==> config.mk <==
export PLATFORM = sky130hd
export DESIGN_NAME = matrix_inv_sequencer_flat
export DESIGN_NICKNAME = d
export VERILOG_FILES = /design/src/rtl/matrix_inv_sequencer_if.sv /design/src/rtl/matrix_inv_sequencer.sv /design/src/flat_wrapper.sv
export SDC_FILE = /design/constraint.sdc
export NUM_CORES = 2
export LEC_CHECK = 0
export CORE_MARGIN = 4
export CORE_UTILIZATION = 50
export CTS_BUF_LIST = sky130_fd_sc_hd__clkbuf_8
export DETAILED_ROUTE_END_ITERATION = 8
export HOLD_SLACK_MARGIN = 0.06
export PLACE_DENSITY = 0.74
export SLEW_MARGIN = 10
export SYNTH_ARGS = -nofsm -noshare
export SYNTH_HDL_FRONTEND = slang
export SYNTH_SLANG_ARGS = --single-unit
==> constraint.sdc <==
create_clock -name clk -period 91.4 [get_ports clk]
set_input_delay 22.85 -clock clk [delete_from_list [all_inputs] [get_ports clk]]
set_output_delay 22.85 -clock clk [all_outputs]
set_load 0.02 [all_outputs]
==> src/rtl/matrix_inv_sequencer_if.sv <==
// Element-load and result-drain stream bundle for matrix_inv_sequencer.
// The master side loads elements and drains results; the slave side is the inverter.
interface matrix_inv_sequencer_if #(
  parameter int unsigned W = 8
);
  logic                  in_valid;
  logic                  in_ready;
  logic signed [W-1:0]   in_data;
  logic                  out_valid;
  logic                  out_ready;
  logic signed [W-1:0]   out_data;
  logic [3:0]            out_idx;
  logic                  out_last;
  logic signed [3*W+2:0] det;
  logic                  singular;
  logic                  busy;

  modport master (
    output in_valid, in_data, out_ready,
    input  in_ready, out_valid, out_data, out_idx, out_last, det, singular, busy
  );

  modport slave (
    input  in_valid, in_data, out_ready,
    output in_ready, out_valid, out_data, out_idx, out_last, det, singular, busy
  );
endinterface

==> src/rtl/matrix_inv_sequencer.sv <==
// Sequential 3x3 signed matrix inverter: adjugate and determinant on one shared
// multiplier, then one shared divider scales each adjugate term per output beat.
module matrix_inv_sequencer #(
  parameter int unsigned W = 8
) (
  input logic                   clk,
  input logic                   rst,
  matrix_inv_sequencer_if.slave bus
);
  localparam int unsigned PW = 2 * W;       // 2x2 product
  localparam int unsigned CW = 2 * W + 1;   // cofactor
  localparam int unsigned DW = 3 * W + 3;   // determinant / divider
  localparam int unsigned MW = CW + W;      // shared multiplier result

  typedef enum logic [1:0] {LOAD, COF, DET, OUT} state_t;

  state_t state, state_nxt;

  logic [4:0]            cnt;
  logic signed [W-1:0]   elem [9];
  logic signed [CW-1:0]  cof  [9];
  logic signed [PW-1:0]  p0;
  logic signed [DW-1:0]  det_acc;
  logic signed [DW-1:0]  det_r;
  logic [3:0]            idx;
  logic                  in_ready_r;
  logic                  out_valid_r;
  logic                  out_last_r;
  logic                  singular_r;
  logic                  busy_r;
  logic signed [W-1:0]   out_data_r;

  logic                  accept_c;
  logic [15:0]           pair_c;
  logic [7:0]            sel_c;
  logic [3:0]            cidx_c;
  logic signed [W-1:0]   mul_a_c;
  logic signed [CW-1:0]  mul_b_c;
  logic signed [MW-1:0]  prod_c;
  logic signed [PW-1:0]  prod_lo_c;
  logic signed [DW-1:0]  det_sum_c;
  logic [3:0]            idx_next_c;
  logic signed [DW-1:0]  dvd_c;
  logic signed [DW-1:0]  dvs_c;
  logic signed [DW-1:0]  dvs_safe_c;
  logic signed [DW-1:0]  quot_c;
  logic signed [W-1:0]   q_sat_c;
  logic signed [W-1:0]   div_res_c;

  // Element indices {p0 x, p0 y, p1 x, p1 y} for cofactor k = p0 - p1 (row-major b11..b33).
  function automatic logic [15:0] cof_pair(input logic [3:0] k);
    logic [15:0] r;
    r = '0;
    case (k)
      4'd0:    r = {4'd4, 4'd8, 4'd5, 4'd7};
      4'd1:    r = {4'd2, 4'd7, 4'd1, 4'd8};
      4'd2:    r = {4'd1, 4'd5, 4'd2, 4'd4};
      4'd3:    r = {4'd5, 4'd6, 4'd3, 4'd8};
      4'd4:    r = {4'd0, 4'd8, 4'd2, 4'd6};
      4'd5:    r = {4'd2, 4'd3, 4'd0, 4'd5};
      4'd6:    r = {4'd3, 4'd7, 4'd4, 4'd6};
      4'd7:    r = {4'd1, 4'd6, 4'd0, 4'd7};
      4'd8:    r = {4'd0, 4'd4, 4'd1, 4'd3};
      default: r = '0;
    endcase
    return r;
  endfunction

  assign accept_c = (state == LOAD) && bus.in_valid;

  // State register
  always_ff @(posedge clk) begin
    if (rst) state <= LOAD;
    else     state <= state_nxt;
  end

  // Next-state logic
  always_comb begin
    state_nxt = state;
    unique case (state)
      LOAD: if (accept_c && cnt == 5'd8)             state_nxt = COF;
      COF:  if (cnt == 5'd17)                        state_nxt = DET;
      DET:  if (cnt == 5'd2)                         state_nxt = OUT;
      OUT:  if (bus.out_ready && idx == 4'd8)        state_nxt = LOAD;
      default:                                       state_nxt = LOAD;
    endcase
  end

  // Shared multiplier: 2x2 minor terms in COF, a1j * cofactor in DET
  always_comb begin
    pair_c  = cof_pair(cnt[4:1]);
    sel_c   = cnt[0] ? pair_c[7:0] : pair_c[15:8];
    cidx_c  = 4'({cnt[1:0], 1'b0}) + 4'(cnt[1:0]);
    mul_a_c = elem[sel_c[7:4]];
    mul_b_c = CW'(elem[sel_c[3:0]]);
    if (state == DET) begin
      mul_a_c = elem[4'(cnt[1:0])];
      mul_b_c = cof[cidx_c];
    end
    prod_c    = MW'(mul_a_c) * MW'(mul_b_c);
    prod_lo_c = prod_c[PW-1:0];
    det_sum_c = (cnt == 5'd0) ? DW'(prod_c) : det_acc + DW'(prod_c);
  end

  // Shared divider: the first quotient uses the determinant as it completes
  always_comb begin
    idx_next_c = (idx == 4'd8) ? 4'd0 : idx + 4'd1;
    if (state == DET) begin
      dvd_c = DW'(cof[0]);
      dvs_c = det_sum_c;
    end else begin
      dvd_c = DW'(cof[idx_next_c]);
      dvs_c = det_r;
    end
    dvs_safe_c = (dvs_c == '0) ? DW'(1) : dvs_c;
    quot_c     = dvd_c / dvs_safe_c;
    if (quot_c[DW-1:W-1] == {(DW-W+1){quot_c[DW-1]}})
      q_sat_c = quot_c[W-1:0];
    else
      q_sat_c = quot_c[DW-1] ? {1'b1, {(W-1){1'b0}}} : {1'b0, {(W-1){1'b1}}};
    div_res_c = (dvs_c == '0) ? '0 : q_sat_c;
  end

  // Datapath and registered outputs
  always_ff @(posedge clk) begin
    if (rst) begin
      cnt         <= '0;
      p0          <= '0;
      det_acc     <= '0;
      det_r       <= '0;
      idx         <= '0;
      in_ready_r  <= 1'b1;
      out_valid_r <= 1'b0;
      out_last_r  <= 1'b0;
      singular_r  <= 1'b0;
      busy_r      <= 1'b0;
      out_data_r  <= '0;
      for (int i = 0; i < 9; i++) begin
        elem[i] <= '0;
        cof[i]  <= '0;
      end
    end else begin
      in_ready_r <= (state_nxt == LOAD);
      busy_r     <= (state_nxt != LOAD);
      unique case (state)
        LOAD: begin
          if (accept_c) begin
            elem[cnt[3:0]] <= bus.in_data;
            cnt            <= (cnt == 5'd8) ? 5'd0 : cnt + 5'd1;
          end
        end
        COF: begin
          if (!cnt[0]) p0 <= prod_lo_c;
          else         cof[cnt[4:1]] <= CW'(p0) - CW'(prod_lo_c);
          cnt <= (cnt == 5'd17) ? 5'd0 : cnt + 5'd1;
        end
        DET: begin
          det_acc <= det_sum_c;
          if (cnt == 5'd2) begin
            cnt         <= '0;
            det_r       <= det_sum_c;
            singular_r  <= (det_sum_c == '0);
            out_valid_r <= 1'b1;
            out_data_r  <= div_res_c;
            out_last_r  <= 1'b0;
            idx         <= '0;
          end else begin
            cnt <= cnt + 5'd1;
          end
        end
        OUT: begin
          if (bus.out_ready) begin
            if (idx == 4'd8) begin
              out_valid_r <= 1'b0;
              out_last_r  <= 1'b0;
              out_data_r  <= '0;
              idx         <= '0;
            end else begin
              idx        <= idx_next_c;
              out_data_r <= div_res_c;
              out_last_r <= (idx_next_c == 4'd8);
            end
          end
        end
        default: cnt <= '0;
      endcase
    end
  end

  assign bus.in_ready  = in_ready_r;
  assign bus.out_valid = out_valid_r;
  assign bus.out_data  = out_data_r;
  assign bus.out_idx   = idx;
  assign bus.out_last  = out_last_r;
  assign bus.det       = det_r;
  assign bus.singular  = singular_r;
  assign bus.busy      = busy_r;
endmodule

==> src/flat_wrapper.sv <==
// flat-port wrapper written by rule: the top's interface ports become plain ports
module matrix_inv_sequencer_flat 
#(
  parameter int unsigned W = 8
)
  (clk, rst, bus_in_valid, bus_in_data, bus_out_ready, bus_in_ready, bus_out_valid, bus_out_data, bus_out_idx, bus_out_last, bus_det, bus_singular, bus_busy);
  matrix_inv_sequencer_if #(.W(W)) bus_i ();
  input logic clk;
  input logic rst;
  input wire logic [$bits(bus_i.in_valid)-1:0] bus_in_valid;
  input wire logic [$bits(bus_i.in_data)-1:0] bus_in_data;
  input wire logic [$bits(bus_i.out_ready)-1:0] bus_out_ready;
  output wire logic [$bits(bus_i.in_ready)-1:0] bus_in_ready;
  output wire logic [$bits(bus_i.out_valid)-1:0] bus_out_valid;
  output wire logic [$bits(bus_i.out_data)-1:0] bus_out_data;
  output wire logic [$bits(bus_i.out_idx)-1:0] bus_out_idx;
  output wire logic [$bits(bus_i.out_last)-1:0] bus_out_last;
  output wire logic [$bits(bus_i.det)-1:0] bus_det;
  output wire logic [$bits(bus_i.singular)-1:0] bus_singular;
  output wire logic [$bits(bus_i.busy)-1:0] bus_busy;
  assign bus_i.in_valid = bus_in_valid;
  assign bus_i.in_data = bus_in_data;
  assign bus_i.out_ready = bus_out_ready;
  assign bus_in_ready = bus_i.in_ready;
  assign bus_out_valid = bus_i.out_valid;
  assign bus_out_data = bus_i.out_data;
  assign bus_out_idx = bus_i.out_idx;
  assign bus_out_last = bus_i.out_last;
  assign bus_det = bus_i.det;
  assign bus_singular = bus_i.singular;
  assign bus_busy = bus_i.busy;
  matrix_inv_sequencer #(.W(W)) u_core (.clk(clk), .rst(rst), .bus(bus_i));
endmodule
==> results.py <==
metrics = {
    "run_status": {
        "status": "completed",
    },
    "die": {
        "start_util_pct": 50.7,
        "die_h_um": 338,
        "die-area_um2": 114000,
        "rows": 120,
        "ios": 56,
        "core-area_um2": 108000,
        "die_width_um": 338,
    },
    "critical_path": {
        "cp_slowest_cell": "or4_1",
        "crit_type": "reg -> reg",
        "crit_fanout": 42,
        "crit_top_cell": "o21a_1",
        "critPathLaunchType": "register",
        "arrival_ps": 86730,
        "crit_required_ps": 91970,
        "critPathCaptureType": "register",
        "max_stage_delay_ps": 700,
    },
    "sta": {
        "holdWs_ps": 466,
        "slew_headroom_pct": 4.57,
        "setup_ws_ps": 5240,
        "hold_viol_final": 0,
        "slew_viol_final": 0,
        "fin_skew_ps": 48.7,
        "setup_viol": 0,
        "fin_tns_setup_ps": 0,
        "min_period_ps": 86160,
        "fmax_mhz": 11.6,
        "finalCritPeriodShare_pct": 94.3,
        "worst_pin_slew_ps": 1410,
    },
    "global_route": {
        "grt_pass1_wl_um": 293000,
        "grt_max_degree": 77,
        "grt_use_total_pct": 32.5,
        "overflow": 0,
        "first_global_vias": 49200,
        "grt_antenna_before_repair": 6,
    },
    "synth": {
        "ys_ff_latch": 510,
        "synth_most_common_cell": "nor2_1",
        "postSynthAreaPerCell_um2": 8.67,
        "ys_seq_area_share_pct": 26.1,
        "synth_common_cells": "nor2_1, nand2_1, ha_1",
        "synth_xor_area_share_pct": 4.75,
        "synthDominantCellAreaShare_pct": 22.0,
        "synth_edf_count": 400,
        "synth.cell_area_um2": 54500,
        "synthMuxAreaShare_pct": 9.77,
        "synthAdderAreaFrac_pct": 15.3,
        "synth_top_family_by_area": "simple AND/OR/NAND/NOR gates",
        "synth_compound_area_share_pct": 19.1,
        "synthTopCellsByArea": "edfxtp_1, ha_1, mux4_2",
        "async_reset_ff_share_pct": 0,
        "yosysTopAreaCell": "edfxtp_1",
        "synth_warnings": 0,
        "syn-instance-count": 6288,
        "synth_ff_type": "edfxtp_1",
        "ys_types": 109,
        "synthSimpleGateAreaFrac_pct": 20.8,
    },
    "cells_and_area": {
        "finalNetCount": 6914,
        "final_cells": 7774,
        "area_growth_pct": 8.62,
        "drive_gt1_share_pct": 11.2,
    },
    "clock_network": {
        "numCtsBuffers": 83,
        "path_clk_slew_ps": 60,
        "root_buffer": "clkbuf_8",
        "htree_levels": 3,
        "clock-sinks": 510,
        "clk_path_buf_depth": 3,
        "clkLatencyLatePin_ps": 710,
        "cts_tree": "yes",
    },
    "flow_run": {
        "maxCapViolations": 0,
    },
    "min_path": {
        "hp-class": "reg -> reg",
    },
    "route": {
        "wirelength_um": 195000,
        "drc": 0,
        "first_iter_violations": 6000,
        "antenna_left": 0,
        "vias_per_cell": 6.61,
        "vias": 51400,
        "first_pass_iters": 7,
        "post_drt_wl_per_cell_um": 25.1,
    },
    "placed_design": {
        "preCtsSetupSlack_ps": 236,
        "gp_congestion": 1.02,
        "dp.cells": 7604,
        "place_hpwl_um": 144000,
        "io_buffers": 55,
    },
}
## stage by stage
stage                     instance area [µm²]  util [%]
final                                   59200      55.0
after global routing                    59200      55.0
after CTS                               58700      54.5
after detailed placement                57100      53.0
after global placement                  57100      53.0
after floorplan                         54600         -
## flip-flops by register name, indices dropped and copies added, names as in the netlist, 2 cells and up, named ones only
name                 count
u_core.cof             272
u_core.elem            128
u_core.bus.det          27
u_core.det_acc          27
u_core.p0               16
u_core.pair_c           14
u_core.bus.out_data      8
u_core.cnt               5
u_core.bus.out_idx       4
u_core.state             2
## routing by layer
metal | track usage, % | vias to the layer above | wire [µm]
met3 | 5.93 | 660 | 19700
met4 | 16.4 | 2 | 11300
li1 | - | 23300 | -
met1 | 41.3 | 24500 | 74600
met5 | 0 | - | 20
met2 | 53.1 | 2981 | 89200
## final timing paths
kind                                     from                      to  slack (ps)  cells past startpoint
worst max-delay path            u_core.cnt[0]  u_core.bus.out_data[1]        5240                    379
worst min-delay path             u_core.p0[0]            u_core.p0[0]         470                      2
worst max register to register  u_core.cnt[0]  u_core.bus.out_data[1]        5240                    379
worst min register to register   u_core.p0[0]            u_core.p0[0]         470                      2
## critical path, delay by kind of cell (launching register included)
kind            cells  cell delay [ps]
xor+xnor            2              350
flops               1              550
fa+ha+maj          33            10430
compound gates    211            45740
simple gates      104            23220
mux                 6             1730
buf+inv            23             3790
## cell families (layout without fill, tap and decap cells)
kind of cell / Yosys count / after routing
simple gates: 2405 / 2405
fa+ha+maj: 598 / 598
xor+xnor: 294 / 294
flops: 510 / 510
other cells: 1 / 12
compound gates: 1533 / 1533
mux: 338 / 338
buf+inv: 609 / 681
## cell type report
cell class              count  area, µm²
well taps                1403       1760
fillers                  9594      48400
flip-flops and latches    510      14200
clock buffers              86       1180
clock inverters            64        443
diodes                      2       5.00
repair buffers            206       1750
multi-input cells        5178      38700
inverters                 325       1230
## cell usage in the layout, fill, tap and decap left out, types with 16 or more instances in the layout
cell type          n
dfxtp_1          109
a311oi_1          38
ha_1             483
a21boi_0          19
or2_2             74
or3_1             62
xnor2_1          179
nand4_1           57
nand3_1          160
buf_4            145
o211ai_1          44
nand2b_1          59
mux4_2           148
o21bai_1          40
mux2_2            64
o21ai_1           40
nor3_1           192
mux2i_1          120
o31ai_1           32
a21oi_1          353
a31oi_1           80
nand2_1          593
clkdlybuf4s50_1   54
nor2_1           782
nor4_1            35
and3_1            66
fa_1             112
edfxtp_1         400
nor2b_1           51
o21a_1           136
a21o_1           110
or4_1             16
clkbuf_8          86
and2_1           139
xor2_1           100
clkinv_1          20
inv_1            341
o21ai_0          214
a211oi_1         117
## what timing repair did
| action | 4_1_cts | 5_1_grt |
|---|---|---|
| endpoints found under the hold margin | 0 | 0 |
| pin swaps | 1 | 5 |
| hold buffers | 0 | 0 |
| endpoints found under the setup margin | 7 | 8 |
| buffers inserted | 1 | 17 |
| resized for setup | 0 | 96 |
Power is left out: the tool's default activity adds up to more than one toggle a clock period on the data nets, which glitch-free logic cannot reach.
